--- src/rtl/cla_nibble_serial_adder.sv ---
`default_nettype none
// ============================================================================
// Module      : cla_nibble_serial_adder
// Description : WIDTH-bit add/subtract through one shared 4-bit carry-
//               lookahead slice, one nibble per clock, LSB nibble first.
//               Operand intake and result delivery use valid/ready.
// Revision    : 1.0 - initial release
// ============================================================================
module cla_nibble_serial_adder #(
    parameter int WIDTH = 16
) (
    input  logic             clk,
    input  logic             rst_n,
    input  logic             in_valid,
    output logic             in_ready,
    input  logic [WIDTH-1:0] a,
    input  logic [WIDTH-1:0] b,
    input  logic             cin,
    input  logic             sub,
    output logic             out_valid,
    input  logic             out_ready,
    output logic [WIDTH-1:0] sum,
    output logic             cout,
    output logic             ovf,
    output logic             busy
);

    localparam int NIB  = WIDTH / 4;
    // Keep the index at least one bit wide so WIDTH=4 still elaborates.
    localparam int IDXW = (NIB > 1) ? $clog2(NIB) : 1;
    localparam logic [IDXW-1:0] c_LAST = IDXW'(NIB - 1);

    typedef enum logic [1:0] {
        S_IDLE = 2'd0,
        S_RUN  = 2'd1,
        S_DONE = 2'd2
    } state_t;

    state_t            r_state;
    state_t            w_next;
    logic              w_in_ready;
    logic              w_out_valid;
    logic              w_busy;

    logic [WIDTH-1:0]  r_a;
    logic [WIDTH-1:0]  r_b;      // already inverted for subtract
    logic              r_carry;
    logic [IDXW-1:0]   r_idx;
    logic [WIDTH-1:0]  r_sum;
    logic              r_cout;
    logic              r_ovf;

    logic [3:0]        w_a_nib;
    logic [3:0]        w_b_nib;
    logic [3:0]        w_g;
    logic [3:0]        w_p;
    logic [4:0]        w_c;
    logic [3:0]        w_s;
    logic              w_last;

    // Nibble selection for the current step.
    assign w_a_nib = r_a[{r_idx, 2'b00} +: 4];
    assign w_b_nib = r_b[{r_idx, 2'b00} +: 4];
    assign w_last  = (r_idx == c_LAST);

    // Four-bit carry-lookahead slice: every carry is formed directly from
    // generate/propagate terms and the registered carry-in.
    always_comb begin
        w_g    = w_a_nib & w_b_nib;
        w_p    = w_a_nib ^ w_b_nib;
        w_c[0] = r_carry;
        w_c[1] = w_g[0] | (w_p[0] & r_carry);
        w_c[2] = w_g[1] | (w_p[1] & w_g[0]) | (w_p[1] & w_p[0] & r_carry);
        w_c[3] = w_g[2] | (w_p[2] & w_g[1]) | (w_p[2] & w_p[1] & w_g[0])
               | (w_p[2] & w_p[1] & w_p[0] & r_carry);
        w_c[4] = w_g[3] | (w_p[3] & w_g[2]) | (w_p[3] & w_p[2] & w_g[1])
               | (w_p[3] & w_p[2] & w_p[1] & w_g[0])
               | (w_p[3] & w_p[2] & w_p[1] & w_p[0] & r_carry);
        w_s    = w_p ^ w_c[3:0];
    end

    // State register.
    always_ff @(posedge clk or negedge rst_n) begin
        if (!rst_n) begin
            r_state <= S_IDLE;
        end else begin
            r_state <= w_next;
        end
    end

    // Next-state and handshake/status decode.
    always_comb begin
        w_next      = r_state;
        w_in_ready  = 1'b0;
        w_out_valid = 1'b0;
        w_busy      = 1'b0;
        case (r_state)
            S_IDLE: begin
                w_in_ready = 1'b1;
                if (in_valid) begin
                    w_next = S_RUN;
                end
            end
            S_RUN: begin
                w_busy = 1'b1;
                if (w_last) begin
                    w_next = S_DONE;
                end
            end
            S_DONE: begin
                w_out_valid = 1'b1;
                w_busy      = 1'b1;
                if (out_ready) begin
                    w_next = S_IDLE;
                end
            end
            default: begin
                w_next = S_IDLE;
            end
        endcase
    end

    // Operand capture, per-nibble accumulation and final flag update.
    always_ff @(posedge clk or negedge rst_n) begin
        if (!rst_n) begin
            r_a     <= '0;
            r_b     <= '0;
            r_carry <= 1'b0;
            r_idx   <= '0;
            r_sum   <= '0;
            r_cout  <= 1'b0;
            r_ovf   <= 1'b0;
        end else begin
            case (r_state)
                S_IDLE: begin
                    if (in_valid) begin
                        r_a     <= a;
                        r_b     <= sub ? ~b : b;
                        r_carry <= sub | cin;
                        r_idx   <= '0;
                        r_sum   <= '0;
                    end
                end
                S_RUN: begin
                    r_sum[{r_idx, 2'b00} +: 4] <= w_s;
                    r_carry                    <= w_c[4];
                    if (w_last) begin
                        r_cout <= w_c[4];
                        r_ovf  <= (r_a[WIDTH-1] == r_b[WIDTH-1]) && (w_s[3] != r_a[WIDTH-1]);
                    end else begin
                        r_idx <= r_idx + IDXW'(1);
                    end
                end
                default: begin
                end
            endcase
        end
    end

    // in_ready is suppressed while reset is held.
    assign in_ready  = w_in_ready & rst_n;
    assign out_valid = w_out_valid;
    assign busy      = w_busy;
    assign sum       = r_sum;
    assign cout      = r_cout;
    assign ovf       = r_ovf;

endmodule
`default_nettype wire

--- config.mk ---
export PLATFORM = sky130hd
export DESIGN_NAME = cla_nibble_serial_adder
export DESIGN_NICKNAME = d
export VERILOG_FILES = /design/src/rtl/cla_nibble_serial_adder.sv
export SDC_FILE = /design/constraint.sdc
export NUM_CORES = 1
export LEC_CHECK = 0
export ABC_AREA = 1
export CORE_UTILIZATION = 46
export DETAILED_ROUTE_END_ITERATION = 10
export PLACE_DENSITY = 0.84
export SYNTH_ARGS = -nofsm -noshare
export SYNTH_HDL_FRONTEND = slang
export SYNTH_SLANG_ARGS = --single-unit
--- constraint.sdc ---
create_clock -name clk -period 2.31 [get_ports clk]
set_input_delay 0.231 -clock clk [delete_from_list [all_inputs] [get_ports clk]]
set_output_delay 0.231 -clock clk [all_outputs]
set_load 0.005 [all_outputs]
==> results of run 1 <==
## synth_stat cells (2+ instances only)
master	number
a21oi_1	5
a22o_1	2
buf_2	5
clkbuf_1	4
clkinv_1	2
dfrtp_1	55
ha_1	12
inv_1	17
inv_2	3
nand2_1	110
nand3_1	10
nand4_1	4
nor2_1	29
o21ai_0	42
o22ai_1	8
xnor2_1	16
xor2_1	2
## logic make-up after synthesis
group                      count (synthesis)
xor gates and xnor gates                  18
DFF                                       55
adders and majority gates                 13
AOI/OAI and AO/OA                         63
buffers and inverters                     33
and+or+nand+nor                          156
## metal layers
layer	vias to the layer above	GRT usage (%)	part of all wire (%)
met5	-	0	0
met4	0	7.50	1.7
met3	13	4.32	4.9
met2	78	37.6	50
met1	1192	25.6	43
li1	1224	-	-
## where the power goes
group / leakage, nW / internal, mW / switching, mW / total [mW]
clock: 0.0513 / 0.318 / 0.300 / 0.618
sequential: 0.704 / 1.33 / 0.256 / 1.59
combinational: 0.981 / 1.26 / 1.89 / 3.15
## repair_timing
| action | CTS | global route |
|---|---|---|
| buffers inserted | 0 | 2 |
| endpoints found under the setup margin | 5 | 7 |
| pin swaps | 0 | 2 |
| resized for setup | 2 | 10 |
## worst max path at each step
stage,start,end,slack [ns],depth (start not counted)
5_1_grt,r_idx[0]$_DFFE_PN0P_,sum[5]$_DFFE_PN0P_,-0.05,7
3_3_place_gp,r_idx[0]$_DFFE_PN0P_,sum[10]$_DFFE_PN0P_,0.15,9
4_1_cts,r_idx[0]$_DFFE_PN0P_,sum[7]$_DFFE_PN0P_,0.08,13
6_report,r_idx[0]$_DFFE_PN0P_,sum[5]$_DFFE_PN0P_,0.12,7
2_1_floorplan,r_idx[0]$_DFFE_PN0P_,sum[15]$_DFFE_PN0P_,0.17,14
3_5_place_dp,r_idx[0]$_DFFE_PN0P_,sum[10]$_DFFE_PN0P_,-0.04,9
## final cells by class
type                            instances  area, um2
Inverter                               22       85.1
Clock inverter                          1       30.0
Clock buffer                            6       72.6
Timing Repair Buffer                   68        654
Tap cell                               75       93.8
Multi-Input combinational cell        250       1330
Fill cell                             513       2280
Sequential cell                        55       1380
## flip-flops by register name (all words and copies together) (netlist names)
name,count
sum,16
cout,1
r_carry,1
r_idx,2
r_a,16
r_state,2
r_b,16
ovf,1
## per-stage QoR
stage          cells  setup TNS, ns  utilization, %
2_1_floorplan    338              0               -
5_1_grt          477        -0.0493            61.6
3_5_place_dp     468        -0.0398            59.1
3_3_place_gp     468              0            59.1
4_1_cts          475              0            61.0
6_report         477              0            61.6
## worst register-to-register path: cells and delay by family, from the launching register on
family | cells | cell delay (ns)
buf+inv | 1 | 0.19
flops | 1 | 0.42
simple gates | 1 | 0.17
compound gates | 3 | 0.59
fa+ha+maj | 1 | 0.44
xor+xnor | 1 | 0.29
==> results.cfg, run 1 <==
[status]
outcome = complete, no violations

[timing]
holdWs_ns = 0.0442
skew_ns = 0.00496
final_hold_viol_count = 0
fin_ws_ns = 0.124
period_share_pct = 94.6
finalSetupViolCount = 0
relSlewSlack_pct = 55.1
clock.fmax_mhz = 457
drv_slew = 0
fin_crit_ns = 2.19
worstMarginPinSlew_ns = 0.673

[finish]
final_common_cell = nand2_1
stdcell_area_mm2 = 0.00364
final_cell_mix = nand2_1 (109), clkdlybuf4s50_1 (57), dfrtp_1 (55)
drive_gt1_share_pct = 8.21
area_growth_pct = 29.2
fin_nets = 453
n_antenna_cell = 0

[synth]
synth_top_family_by_area = simple AND/OR/NAND/NOR gates
ys_seq_area_share_pct = 48.8
yosys_warnings = 0
synth.top_cell.area_share_pct = 48.8
yosys.area.top_type = dfrtp_1
synth_compound_area_share_pct = 12.9
synth_xor_area_share_pct = 5.59
synth.distinct_cells = 29
synthMuxAreaShare_pct = 0
synth-seq-cells = 55
synth-edff-count = 0
synthFlopType = dfrtp_1
synth_fp_nets = 389
syn_inst = 338
syn_area_per_cell_um2 = 8.35
synth_area_mm2 = 0.00282
synthSimpleGateAreaFrac_pct = 22.0
synthArstFlopShare_pct = 100
synth_area_leaders = dfrtp_1 (49%), nand2_1 (15%), o21ai_0 (7.5%)
yosys.area_share.adder_pct = 6.03

[floorplan]
coreArea_mm2 = 0.00592
die_area_mm2 = 0.00645
ios = 59
std_cell_rows = 28
start_util_pct = 47.7
die_w_um = 80.3
die_height_um = 80.3

[global_routing]
gr-usage-all-layers_pct = 21.3
grt_overflow = 0
grt_pass1_vias = 2427
grt_max_degree = 56
antenna_found_initial = 0
grt_pass1_wl_um = 10500

[cts]
ctsHoldBuffers = 0
cts.path.max_buffers = 2
clk_latency_ns = 0.31
clock_sinks = 55
cts_buffers = 5
cts_tree = built
h-tree-depth = 2
path_clk_slew_ns = 0.09
cts-root-buf = clkbuf_8

[place]
placed_area_mm2 = 0.00350
port_buffers = 58
gp_congestion = 0.883
hpwlAfterDp_um = 4580
pre_cts_slack_ns = -0.0398

[setup_path]
cp-start-kind = register
r2r_start = r_idx[0]$_DFFE_PN0P_
reg2reg_slack_ns = 0.12
crit_path_max_fanout = 23
cp_data_required_time_ns = 2.53
cp.arrival_ns = 2.40
end_kind = register
criticalPathCategory = reg2reg
cp_top_family = compound AO/OA/AOI/OAI gates
path_buf_inv = 1
r2r_end = sum[5]$_DFFE_PN0P_
critical_path.slowest_cell = fa_1
crit_chain = buf_6 > o21ai_0 > o22ai_2 > fa_1 > xor2_1 > nand3_1 > o31ai_1
rr_worst_depth = 7
max_stage_delay_ns = 0.43

[detailed_routing]
drt-total-wl_um = 6320
dr.first_iter.drc_count = 156
via_per_inst = 5.26
drtPass1Iterations = 4
vias = 2507
post-route-drc-count = 0
wl_per_cell_um = 13.2
detail-route-antenna-nets = 0

[power_and_ir_drop]
p_per_area_mw_per_mm2 = 1470
power_mw = 5.35
p_leak_nw = 1.74
vdd_drop_max_v = 0.000658

[hold_path]
min_path_type = in2async

[flow_run]
drv_cap = 0
No activity file was read; power rests on OpenSTA's default activity.
==> run 2, diff against run 1 <==
CAP_MARGIN = 40   (was unset)
==> results of run 2 <==
Final layout, timing and power as in run 1 (identical DEF).
==> run 3, diff against run 2 <==
ABC_CLOCK_PERIOD_IN_PS = 2100   (was unset)
CORE_UTILIZATION = 48   (was 46)
CTS_BUF_LIST = sky130_fd_sc_hd__clkbuf_4   (was unset)
clock period = 2.1 ns   (was 2.31 ns; I/O delays follow)
==> results.cfg, run 3 (synthesis gave the netlist of run 1 again) <==
[status]
outcome = complete, but fails checks
failed_checks = negative setup slack

[cts]
cts.path.max_buffers = 2
cts-root-buf = clkbuf_4
cts_tree = built
clock_sinks = 55
h-tree-depth = 2
clk_latency_ns = 0.37
path_clk_slew_ns = 0.15
cts_buffers = 5

[detailed_routing]
drtPass1Iterations = 4
dr.first_iter.drc_count = 169
post-route-drc-count = 0
drt-total-wl_um = 6390
via_per_inst = 5.14
wl_per_cell_um = 13.3
detail-route-antenna-nets = 0
vias = 2461

[floorplan]
die_area_mm2 = 0.00619
ios = 59
coreArea_mm2 = 0.00557
die_w_um = 78.7
die_height_um = 78.7
std_cell_rows = 27
start_util_pct = 50.6

[finish]
n_antenna_cell = 0
fin_nets = 457
final_common_cell = nand2_1
post-route-util_pct = 66.5
stdcell_area_mm2 = 0.00371
drive_gt1_share_pct = 11.3
final_cell_mix = nand2_1 (109), clkdlybuf4s50_1 (57), dfrtp_1 (55)
area_growth_pct = 31.4

[setup_path]
crit_chain = buf_6 > o21ai_0 > o22ai_2 > fa_2 > nand3_1 > o31ai_2
crit_path_max_fanout = 15
cp.arrival_ns = 2.40
max_stage_delay_ns = 0.58
end_kind = register
reg2reg_slack_ns = -0.01
r2r_start = r_idx[0]$_DFFE_PN0P_
critical_path.slowest_cell = fa_2
criticalPathCategory = reg2reg
rr_worst_depth = 6
cp-start-kind = register
r2r_end = sum[4]$_DFFE_PN0P_
cp_data_required_time_ns = 2.39

[global_routing]
antenna_found_initial = 0
gr-usage-all-layers_pct = 21.8
grt_max_degree = 56
grt_overflow = 0
grt_pass1_vias = 2390
grt_pass1_wl_um = 10700

[hold_path]
min_path_type = in2reg
min_to = r_a[2]$_DFFE_PN0P_
holdCritStartpoint = a[2]
holdPathStages = 3

[power_and_ir_drop]
clkPwrFrac_pct = 7.8
seq_power_share_pct = 28.8
p_comb_share_pct = 63.3
switching_share_pct = 46.0
power_mw = 6.09
internal_power_mw = 3.29
p_per_area_mw_per_mm2 = 1640
p_leak_nw = 1.76
power_switching_mw = 2.80
vdd_drop_max_v = 0.000923

[timing]
fin_ws_ns = -0.00959
holdWs_ns = 0.353
clock.fmax_mhz = 474
fin_crit_ns = 2.11
finalSetupViolCount = 1
period_share_pct = 100
rsz0062_at_grt = true
skew_ns = 0.0125
drv_slew = 0
relSlewSlack_pct = 55.3
worstMarginPinSlew_ns = 0.670
final_hold_viol_count = 0

[place]
port_buffers = 58
hpwlAfterDp_um = 4620
placed_area_mm2 = 0.00352
gp_congestion = 0.855

[flow_run]
drv_cap = 0
## run 3: cell count changes in the layout (fill, tap and decap cells not counted), moves of 2 or more
cell / change
o21ai_0: -8
clkbuf_4: +7
o21ai_1: +6
clkbuf_8: -5
o21ai_2: +2
## run 3: power by group through the flow
stage                     clock network, mW  registers [mW]  logic [mW]
final                                 0.477            1.76        3.86
after global routing                  0.520            1.79        4.31
after CTS                             0.488            1.73        3.31
after detailed placement                  0            1.75        3.27
after global placement                    0            1.73        3.15
after floorplan                           0            1.68        2.14
## run 3: area by class of cell
type                            instances  area, um2
Clock buffer                            7       52.6
Fill cell                             470       1870
Multi-Input combinational cell        250       1380
Timing Repair Buffer                   72        717
Tap cell                               72       90.1
Sequential cell                        55       1380
Inverter                               22       86.3
Clock inverter                          1       5.00
## run 3: through the flow
stage | cells | worst slack [ns] | setup TNS (ns)
after global placement | 467 | 0.0636 | 0
after global routing | 479 | -0.174 | -1.77
final | 479 | -0.00959 | -0.00959
after detailed placement | 467 | -0.0155 | -0.0249
after CTS | 476 | 0.000501 | 0
after floorplan | 338 | 0.0273 | 0
## run 3: repair_timing
action                                  4_1_cts  5_1_grt
endpoints found under the setup margin        3       16
buffers inserted                              0        2
cloned                                        0        1
endpoints found under the hold margin        41        0
gates resized for setup                       3       26
hold buffers                                  1        0
pin swaps                                     1        8
## run 3: how the worst max path moves through the flow
stage / startpoint / endpoint / slack [ns]
floorplan: r_idx[0]$_DFFE_PN0P_ / sum[15]$_DFFE_PN0P_ / 0.03
global placement: r_idx[0]$_DFFE_PN0P_ / sum[15]$_DFFE_PN0P_ / 0.06
detailed placement: r_idx[0]$_DFFE_PN0P_ / sum[7]$_DFFE_PN0P_ / -0.02
CTS: r_idx[0]$_DFFE_PN0P_ / sum[5]$_DFFE_PN0P_ / 0.0005
global route: r_idx[0]$_DFFE_PN0P_ / sum[7]$_DFFE_PN0P_ / -0.17
finish: r_idx[0]$_DFFE_PN0P_ / sum[4]$_DFFE_PN0P_ / -0.01
## run 3: layer usage
layer	share of wire [%]	vias up	wire, um	GRT usage (%)
li1	-	1226	-	-
met1	43	1152	2770	27.3
met2	51	71	3260	37.8
met3	3.8	12	241	3.72
met4	1.8	0	116	7.59
met5	0	-	0	0
## run 3: critical path, delay by kind of cell, from the launching register on
family / cells / cell delay (ns)
buf+inv: 1 / 0.16
compound gates: 3 / 0.73
flops: 1 / 0.43
simple gates: 1 / 0.14
fa+ha+maj: 1 / 0.58
